`config.mk`:
```
export PLATFORM = sky130hd
export DESIGN_NAME = forward_unit
export DESIGN_NICKNAME = d
export VERILOG_FILES = /design/src/rtl/forward_unit.sv
export SDC_FILE = /design/constraint.sdc
export NUM_CORES = 1
export LEC_CHECK = 0
export CAP_MARGIN = 10
export CORE_MARGIN = 2
export CORE_UTILIZATION = 43
export CTS_CLUSTER_DIAMETER = 40
export CTS_CLUSTER_SIZE = 30
export DETAILED_ROUTE_END_ITERATION = 10
export GPL_TIMING_DRIVEN = 0
export PLACE_DENSITY = 0.87
export SYNTH_ARGS = -nofsm -noshare
export SYNTH_HDL_FRONTEND = slang
export SYNTH_SLANG_ARGS = --single-unit
export TNS_END_PERCENT = 10
```
`constraint.sdc`:
```
create_clock -name clk -period 1.95 [get_ports clk]
set_input_delay 0.195 -clock clk [delete_from_list [all_inputs] [get_ports clk]]
set_output_delay 0.195 -clock clk [all_outputs]
set_load 0.005 [all_outputs]
```
`src/rtl/forward_unit.sv`:
```
// Purpose: operand-forward select and load-use stall generation for a 3-stage-shadow integer pipe.
// Latency: ALUsrc1/ALUsrc2 registered, valid one edge after issue; stall is combinational.
// Backpressure: stall holds fetch/decode for one cycle on a load-use hit; flush overrides everything.
// Optional: define FWD_STALL_CNT_EN to add a saturating 16-bit stall_count output.
module forward_unit (
  input  logic        clk,
  input  logic        rst_n,
  input  logic        id_valid,
  input  logic [2:0]  id_src1,
  input  logic [2:0]  id_src2,
  input  logic        id_use1,
  input  logic        id_use2,
  input  logic [2:0]  id_dst,
  input  logic        id_wb,
  input  logic        id_load,
  input  logic        flush,
  output logic [1:0]  ALUsrc1,
  output logic [1:0]  ALUsrc2,
  output logic        stall
`ifdef FWD_STALL_CNT_EN
  ,
  output logic [15:0] stall_count
`endif
);

  // Shadow copy of what sits in execute / memory, enough to decide forwarding.
  typedef struct packed {
    logic       valid;
    logic [2:0] dst;
    logic       wb;
    logic       load;
  } shadow_t;

  typedef enum logic {
    RUN    = 1'b0,
    BUBBLE = 1'b1
  } state_t;

  localparam logic [1:0] SEL_REG = 2'b00;
  localparam logic [1:0] SEL_ALU = 2'b01;
  localparam logic [1:0] SEL_MEM = 2'b10;

  shadow_t ex_s;
  shadow_t mem_s;
  state_t  state_q;
  state_t  state_d;

  logic       hit_e1;
  logic       hit_e2;
  logic       hit_m1;
  logic       hit_m2;
  logic       issue;
  logic [1:0] sel1_d;
  logic [1:0] sel2_d;

  // MEMs.load never feeds a hit rule (a load in memory already has its data
  // at the mem forward port); the bit is kept so the shadow mirrors EXs exactly.
  logic unused_mem_load;
  assign unused_mem_load = mem_s.load;

  // Register 0 is an ordinary register here: no zero-index exclusion.
  assign hit_e1 = ex_s.valid  & ex_s.wb  & id_use1 & (id_src1 == ex_s.dst);
  assign hit_e2 = ex_s.valid  & ex_s.wb  & id_use2 & (id_src2 == ex_s.dst);
  assign hit_m1 = mem_s.valid & mem_s.wb & id_use1 & (id_src1 == mem_s.dst);
  assign hit_m2 = mem_s.valid & mem_s.wb & id_use2 & (id_src2 == mem_s.dst);

  assign issue = id_valid & ~stall & ~flush;

  // Newest producer (execute) wins over the older one (memory).
  function automatic logic [1:0] pick_sel(input logic he, input logic hm);
    if (he)      return SEL_ALU;
    else if (hm) return SEL_MEM;
    else         return SEL_REG;
  endfunction

  assign sel1_d = pick_sel(hit_e1, hit_m1);
  assign sel2_d = pick_sel(hit_e2, hit_m2);

  // FSM state register: RUN normally, BUBBLE for the single cycle after a load-use stall.
  always_ff @(posedge clk or negedge rst_n) begin
    if (!rst_n) state_q <= RUN;
    else        state_q <= state_d;
  end

  // FSM next state: a stall edge enters BUBBLE, BUBBLE always returns; flush pins RUN.
  always_comb begin
    state_d = state_q;
    case (state_q)
      RUN: begin
        if (flush)      state_d = RUN;
        else if (stall) state_d = BUBBLE;
      end
      BUBBLE:  state_d = RUN;
      default: state_d = RUN;
    endcase
  end

  // FSM output: stall on a load in execute feeding the decode instruction, only from RUN.
  always_comb begin
    stall = 1'b0;
    if ((state_q == RUN) && id_valid && !flush && ex_s.load && (hit_e1 || hit_e2))
      stall = 1'b1;
  end

  // Shadow pipe: EXs takes the issuing instruction or a bubble; MEMs always advances.
  always_ff @(posedge clk or negedge rst_n) begin
    if (!rst_n) begin
      ex_s  <= '0;
      mem_s <= '0;
    end else begin
      mem_s <= ex_s;
      if (issue) ex_s <= '{valid: 1'b1, dst: id_dst, wb: id_wb, load: id_load};
      else       ex_s <= '0;
    end
  end

  // Operand selects follow the instruction into execute; bubbles and flushes get register data.
  always_ff @(posedge clk or negedge rst_n) begin
    if (!rst_n) begin
      ALUsrc1 <= SEL_REG;
      ALUsrc2 <= SEL_REG;
    end else if (issue) begin
      ALUsrc1 <= sel1_d;
      ALUsrc2 <= sel2_d;
    end else begin
      ALUsrc1 <= SEL_REG;
      ALUsrc2 <= SEL_REG;
    end
  end

`ifdef FWD_STALL_CNT_EN
  // Saturating count of stall cycles; deliberately untouched by flush.
  always_ff @(posedge clk or negedge rst_n) begin
    if (!rst_n)                              stall_count <= 16'd0;
    else if (stall && (stall_count != 16'hFFFF)) stall_count <= stall_count + 16'd1;
  end
`endif

endmodule

```
; Word level (Yosys, flattened, before mapping)
; Cells that the tools add are included.
[totals]
reg_bits = 16
input_bits = 17
output_inout_bits = 5
wordCells = 46
[classes]
eq_ne = 4
mux = 11
bitwise_logic = 15
n_reduce_logical = 6
[ops]
columns = operator, n
row1 = bitwise AND 1 bit, 12
row2 = == test 3 bit, 4
row3 = two-way mux 2 bit, 6
row4 = two-way mux 6 bit, 1
row5 = logical AND 1 bit, 4
row6 = two-way mux 1 bit, 3
row7 = NOT 1 bit, 3
row8 = case mux 1 bit (2 select lines), 1
row9 = zero test 1 bit, 1
row10 = logical OR 1 bit, 1

; Longest topological paths before layout
; Gate-level depths: netlist of run 1.
[logic_depth]
word_depth = 10
ltp_mapped = 4

; Worst setup path after synthesis of run 1
; No wires, ideal clock.
[synth_path]
path_type = register to output
start = reg ex_s[4] (netlist bit)
end = out stall
arrival_time_ps = 1486
t_required_ps = 1755
path_slack_ps = 269
stages_incl_launch_ff = 5
n_path_buf = 0
cell_sequence = dfrtp_1 -> xor2_1 -> or4_4 -> a21oi_4 -> and2_1
[synth_via]
elab_chain_cells = 5
[synth_rtl]
columns = element, line_no
row1 = from (decl), 43  ; shadow_t ex_s;
row2 = from (signal assigned), 112  ; if (issue) ex_s <= '{valid: 1'b1, dst: id_dst, wb: id_wb, load: id_load};
row3 = "== test 3 bit, on equally long branches", "62, 63"
row4 = "bitwise AND 1 bit, on equally long branches", "62, 63"
row5 = logical OR 1 bit *, 101  ; if ((state_q == RUN) && id_valid && !flush && ex_s.load && (hit_e1 || hit_e2))
row6 = logical AND 1 bit *, 101
row7 = two-way mux 1 bit *, 101
row8 = to (decl), 19  ; output logic stall
; Every way passes the cells marked *; elsewhere a longest branch is shown, timed or not.

; Worst setup path after layout of run 1
[layout_path]
start = reg ex_s[3] (netlist bit)
end = out stall
; The elaborated chain is that of the path after synthesis.

==> flow_metrics.tcl, run 1 <==
set metrics [dict create \
    cp-start-kind "flip-flop" \
    r2r-start "ex_s[3]$_DFF_PN0_" \
    antenna_found_initial 0 \
    dpl.cell_count 97 \
    track_usage 0.160 \
    fp.dieH_microns 44.0 \
    vias 512 \
    overflow 0 \
    hold_ws_ns 0.322 \
    cp.arrival_ns 1.81 \
    hold_buffers 0 \
    min_period_ns 2.01 \
    status "finished, violations left" \
    drc 0 \
    syn-cell-area_sq_um 689 \
    coreArea_sq_mm 0.00151 \
    max_freq_ghz 0.498 \
    slew_violations 0 \
    violations "negative setup slack" \
    wl_per_cell_microns 12.9 \
    initial_utilization 0.458 \
    power.density_mw_per_mm2 650 \
    dr.first_iter.drc_count 6 \
    synthCells 60 \
    io_pins 22 \
    final.fill_count 126 \
    grt_setup_unrepaired "true" \
    clock_path_buffers 2 \
    fp.dieW_microns 44.0 \
    path_clk_slew_ns 0.09 \
    avgSynthCellArea_sq_um 11.5 \
    cts_root_buf "clkbuf_4" \
    io_buffers 21 \
    tightest_slew_ns 0.682 \
    endpoint "stall" \
    fin_cells 104 \
    fin_crit_sh 1.03 \
    slew_headroom 0.544 \
    grt_pass1_vias 529 \
    drt-total-wl_microns 1350 \
    clock-sinks 16 \
    startpoint "ex_s[3]$_DFF_PN0_" \
    hold_viol 0 \
    routabilityCongestion 0.770 \
    viasPerCell 4.92 \
    crit_fanout 3 \
    synth.top_cell.area_share 0.581 \
    setup-violations-final 1 \
    required_ns 1.75 \
    first_pass_iters 2 \
    leakagePower_nw 0.457 \
    yosysSeqAreaShare 0.581 \
    end_kind "primary output" \
    tns_ns -0.0577 \
    yosysWarningCount 0 \
    area_growth_pct 41.2 \
    drive_gt1_frac 0.125 \
    ys_ff_latch 16 \
    grt_pass1_wl_microns 2210 \
    total_power_w 0.000632 \
    htree_levels 1 \
    place_hpwl_microns 1040 \
    syn-num-nets 77 \
    ant_nets 0 \
    insertion_delay_ns 0.28 \
    cts_tree "done" \
    cts_made_buffers 3 \
    synth_cell_types 15 \
    nets 106 \
    rows 14 \
    critical_path_class "reg -> out" \
    skew_ns 0.00289 \
    yosysTopAreaCell "dfrtp_1" \
    hold_class "in -> async" \
    diodes 0 \
    die_area_sq_mm 0.00194 \
    r2r_cells 5 \
    ir_drop_v 0.000481 \
    r2r_slack_ns 0.27 \
    grt_max_degree 17 \
    reg2reg_to "ALUsrc1[1]$_DFF_PN0_" \
    setup_ws_ns -0.0577 \
    ys_top_cells_by_area "dfrtp_1 (58%), xor2_1 (13%), nor2_1 (4.9%), nand2_1 (3.8%), or4_4 (3.3%)" \
    max_cap_violations 0 \
]
## kinds of logic after synthesis
family	count (synthesis)	synth area share
and+or+nand+nor	29	0.223
DFF	16	0.581
xor gates and xnor gates	12	0.152
AOI/OAI and AO/OA	2	0.0381
buffers and inverters	1	0.00544
## state kept, by name (all words and copies together) (netlist names)
name     cells
mem_s        5
state_q      1
ALUsrc1      2
ALUsrc2      2
ex_s         6
## power by group
part	leakage [nW]	switching [W]	internal [W]
Clock	0.0210	0.0000980	0.000113
Combinational	0.219	0.0000303	0.0000422
Sequential	0.217	0.00000756	0.000341
Total	0.457	0.000136	0.000497
## layout make-up
class                      count  area (sq um)  share of cell area
timing repair buffer          24           228               0.234
sequential                    16           400               0.411
buffer                         1          3.75             0.00386
clock buffer                   4          36.3              0.0373
multi-input combinational     43           285               0.293
tap                           16          20.0              0.0206
## worst min path at each step
stage	depth (start not counted)	from	to	slack (ns)
floorplan	0	rst_n	ALUsrc1[0]$_DFF_PN0_	-0.10
global placement	0	ex_s[1]$_DFF_PN0_	mem_s[1]$_DFF_PN0_	0.39
detailed placement	0	ex_s[1]$_DFF_PN0_	mem_s[1]$_DFF_PN0_	0.41
CTS	1	rst_n	ALUsrc1[1]$_DFF_PN0_	0.34
global route	1	rst_n	ALUsrc2[1]$_DFF_PN0_	0.39
finish	1	rst_n	ALUsrc1[1]$_DFF_PN0_	0.32
## worst max-delay path, stage by stage (launching register included)
cell	delay, ns
dfrtp_1	0.42
xor2_1	0.18
or4_4	0.55
a21oi_4	0.15
and2_1	0.14
buf_2	0.11
## layer usage
metal	track usage	vias to the layer above	wire length, microns
li1	-	253	-
met1	0.193	238	575
met2	0.256	19	679
met3	0.0367	2	75
met4	0.103	0	15
met5	0	-	0
## metrics by stage
| stage | cell area (sq um) | worst slack, ns | utilization |
|---|---|---|---|
| 2_1_floorplan | 689 | 0.269 | - |
| 3_3_place_gp | 920 | -0.524 | 0.610 |
| 3_5_place_dp | 920 | -0.529 | 0.610 |
| 4_1_cts | 973 | -0.0568 | 0.646 |
| 5_1_grt | 973 | -0.113 | 0.646 |
| 6_report | 973 | -0.0577 | 0.646 |
## repair_timing
item                                    CTS  global route
gates resized for setup                   4             0
pin swaps                                 4             0
buffers inserted                          3             0
endpoints found under the setup margin    1             1
## cells in the mapped netlist (all sizes together)
| master | instances |
|---|---|
| nor2 | 9 |
| nand4 | 2 |
| and2 | 2 |
| clkbuf | 1 |
| nor4b | 2 |
| nand3 | 2 |
| nand2 | 7 |
| nand2b | 1 |
| o211a | 1 |
| xnor2 | 2 |
| xor2 | 10 |
| dfrtp | 16 |
| nor2b | 2 |
| a21oi | 1 |
| or4 | 2 |
## layout by cell type (no fill, tap or decap), types with 3 or more instances in the layout
cell type / synthesis / final
nor2_1: 9 / 9
xor2_1: 10 / 10
buf_4: 0 / 3
dfrtp_1: 16 / 16
nand2_1: 7 / 7
clkdlybuf4s50_1: 0 / 20
clkbuf_4: 0 / 3
No activity file was read; power rests on OpenSTA's default activity.
==> inputs of run 2 (changes only) <==
==> constraint.sdc (replaced) <==
create_clock -name clk -period 2.3 [get_ports clk]
set_input_delay 0.23 -clock clk [delete_from_list [all_inputs] [get_ports clk]]
set_output_delay 0.23 -clock clk [all_outputs]
set_load 0.005 [all_outputs]
==> flow_metrics.tcl, run 2 (synthesized netlist as in run 1, its figures left out) <==
set metrics [dict create \
    status "complete, no violations" \
    critPathTopFamily "simple AND/OR/NAND/NOR gates" \
    tns_ns 0 \
    skew_ns 0.00289 \
    final_common_cell "clkdlybuf4s50_1" \
    grt_pass1_vias 527 \
    gr-usage-met3 0.0367 \
    swShare 0.215 \
    io_buffers 21 \
    crit_path_top_delay_cell "or4_4" \
    setup-violations-final 0 \
    io_pins 22 \
    hold_viol 0 \
    crit_chain "xor2_1 > or4_4 > a21oi_4 > and2_1 > dlygate4sd2_1" \
    min_period_ns 2.18 \
    track_usage 0.160 \
    diodes 0 \
    antenna_found_initial 0 \
    viasPerCell 4.91 \
    grt_setup_unrepaired "false" \
    power.density_mw_per_mm2 549 \
    coreArea_sq_mm 0.00151 \
    cts_made_buffers 3 \
    fp.dieH_microns 44.0 \
    insertion_delay_ns 0.28 \
    critical_path_class "reg -> out" \
    top_regs "ex_s (6), mem_s (5)" \
    final.fill_count 125 \
    fp.dieW_microns 44.0 \
    grt_pass1_wl_microns 2210 \
    fin_cells 104 \
    grtUsageMet1 0.193 \
    largest_register_ffs 6 \
    htree_levels 1 \
    dr.first_iter.drc_count 6 \
    clock_path_buffers 2 \
    initial_utilization 0.458 \
    tightest_slew_ns 0.682 \
    overflow 0 \
    met2_usage 0.256 \
    drive_gt1_frac 0.114 \
    clock-sinks 16 \
    layout_common_cells "clkdlybuf4s50_1 (20), dfrtp_1 (16), xor2_1 (10)" \
    drc 0 \
    place_hpwl_microns 1040 \
    hold_buffers 0 \
    drt-total-wl_microns 1350 \
    cts_tree "done" \
    end_kind "primary output" \
    r2r_slack_ns 0.62 \
    cts_root_buf "clkbuf_4" \
    nets 106 \
    crit_buf_inv 1 \
    path_clk_slew_ns 0.09 \
    power_frac_clock 0.334 \
    dpl.cell_count 97 \
    leakagePower_nw 0.460 \
    wl_per_cell_microns 12.9 \
    p_comb_frac 0.115 \
    first_pass_iters 2 \
    hold_class "in -> async" \
    p_int_w 0.000421 \
    ir_drop_v 0.000407 \
    top_usage_layer "met2" \
    hold_ws_ns 0.357 \
    max_freq_ghz 0.459 \
    utilization 0.649 \
    crit_fanout 3 \
    routabilityCongestion 0.770 \
    die_area_sq_mm 0.00194 \
    vias 511 \
    required_ns 2.07 \
    cp-start-kind "flip-flop" \
    max_cap_violations 0 \
    p_sw_w 0.000115 \
    fin_crit_sh 0.947 \
    slew_headroom 0.544 \
    rows 14 \
    power_frac_seq 0.551 \
    grt_max_degree 17 \
    slew_violations 0 \
    area_growth_pct 41.7 \
    critPathMaxStageDelay_ns 0.54 \
    cp.arrival_ns 1.95 \
    ant_nets 0 \
    largest-register "ex_s" \
]
run 2: cell types whose count changed in the layout (fill, tap and decap cells not counted):
| cell | delta |
|---|---|
| dlygate4sd2_1 | +1 |
| buf_2 | -1 |
run 2: path summary, 6_finish.rpt:
check                                        from                   end  depth (start not counted)
max in group asynchronous                   rst_n    mem_s[2]$_DFF_PN0_                          1
worst min-delay path                        rst_n  ALUsrc1[1]$_DFF_PN0_                          1
min in group clk                ex_s[1]$_DFF_PN0_    mem_s[1]$_DFF_PN0_                          0
worst min register to register  ex_s[1]$_DFF_PN0_    mem_s[1]$_DFF_PN0_                          0
worst max-delay path            ex_s[3]$_DFF_PN0_                 stall                          5
worst max register to register  ex_s[3]$_DFF_PN0_  ALUsrc1[1]$_DFF_PN0_                          5
run 2: area by class of cell:
class                   count  area (sq um)  share of cell area
plain buffers               1          3.75             0.00384
clock buffers               4          36.3              0.0371
multi-input cells          43           285               0.292
flip-flops and latches     16           400               0.410
well taps                  16          20.0              0.0205
repair buffers             24           231               0.237
run 2: metal layers:
metal / vias up / wire length [microns]
met5: - / 0
met4: 0 / 15
met3: 2 / 79
met2: 19 / 678
met1: 237 / 573
li1: 253 / -
run 2: what timing repair did:
item                       CTS  global route
setup endpoints to repair    1             0
resized for setup            1             0
buffers inserted             3             0
run 2: stage by stage:
stage | instance area (sq um) | total power [W] | worst slack [ns]
floorplan | 689 | 0.000321 | 0.584
global placement | 920 | 0.000360 | -0.244
detailed placement | 920 | 0.000363 | -0.249
CTS | 977 | 0.000543 | 0.116
global route | 977 | 0.000560 | 0.0585
finish | 977 | 0.000536 | 0.123
run 2: worst register-to-register path, delay by kind of cell (launching register included):
family,cells,cell delay [ns]
buffers and inverters,1,0.16
AO/OA/AOI/OAI,1,0.13
XOR/XNOR,1,0.18
flip-flops,1,0.42
AND/OR/NAND/NOR,2,0.69
run 2: power groups by stage:
| stage | logic, W | clock network [W] | registers (W) |
|---|---|---|---|
| finish | 0.0000614 | 0.000179 | 0.000295 |
| CTS | 0.0000623 | 0.000185 | 0.000295 |
| global route | 0.0000683 | 0.000195 | 0.000296 |
| global placement | 0.0000599 | 0 | 0.000300 |
| floorplan | 0.0000211 | 0 | 0.000299 |
| detailed placement | 0.0000617 | 0 | 0.000301 |
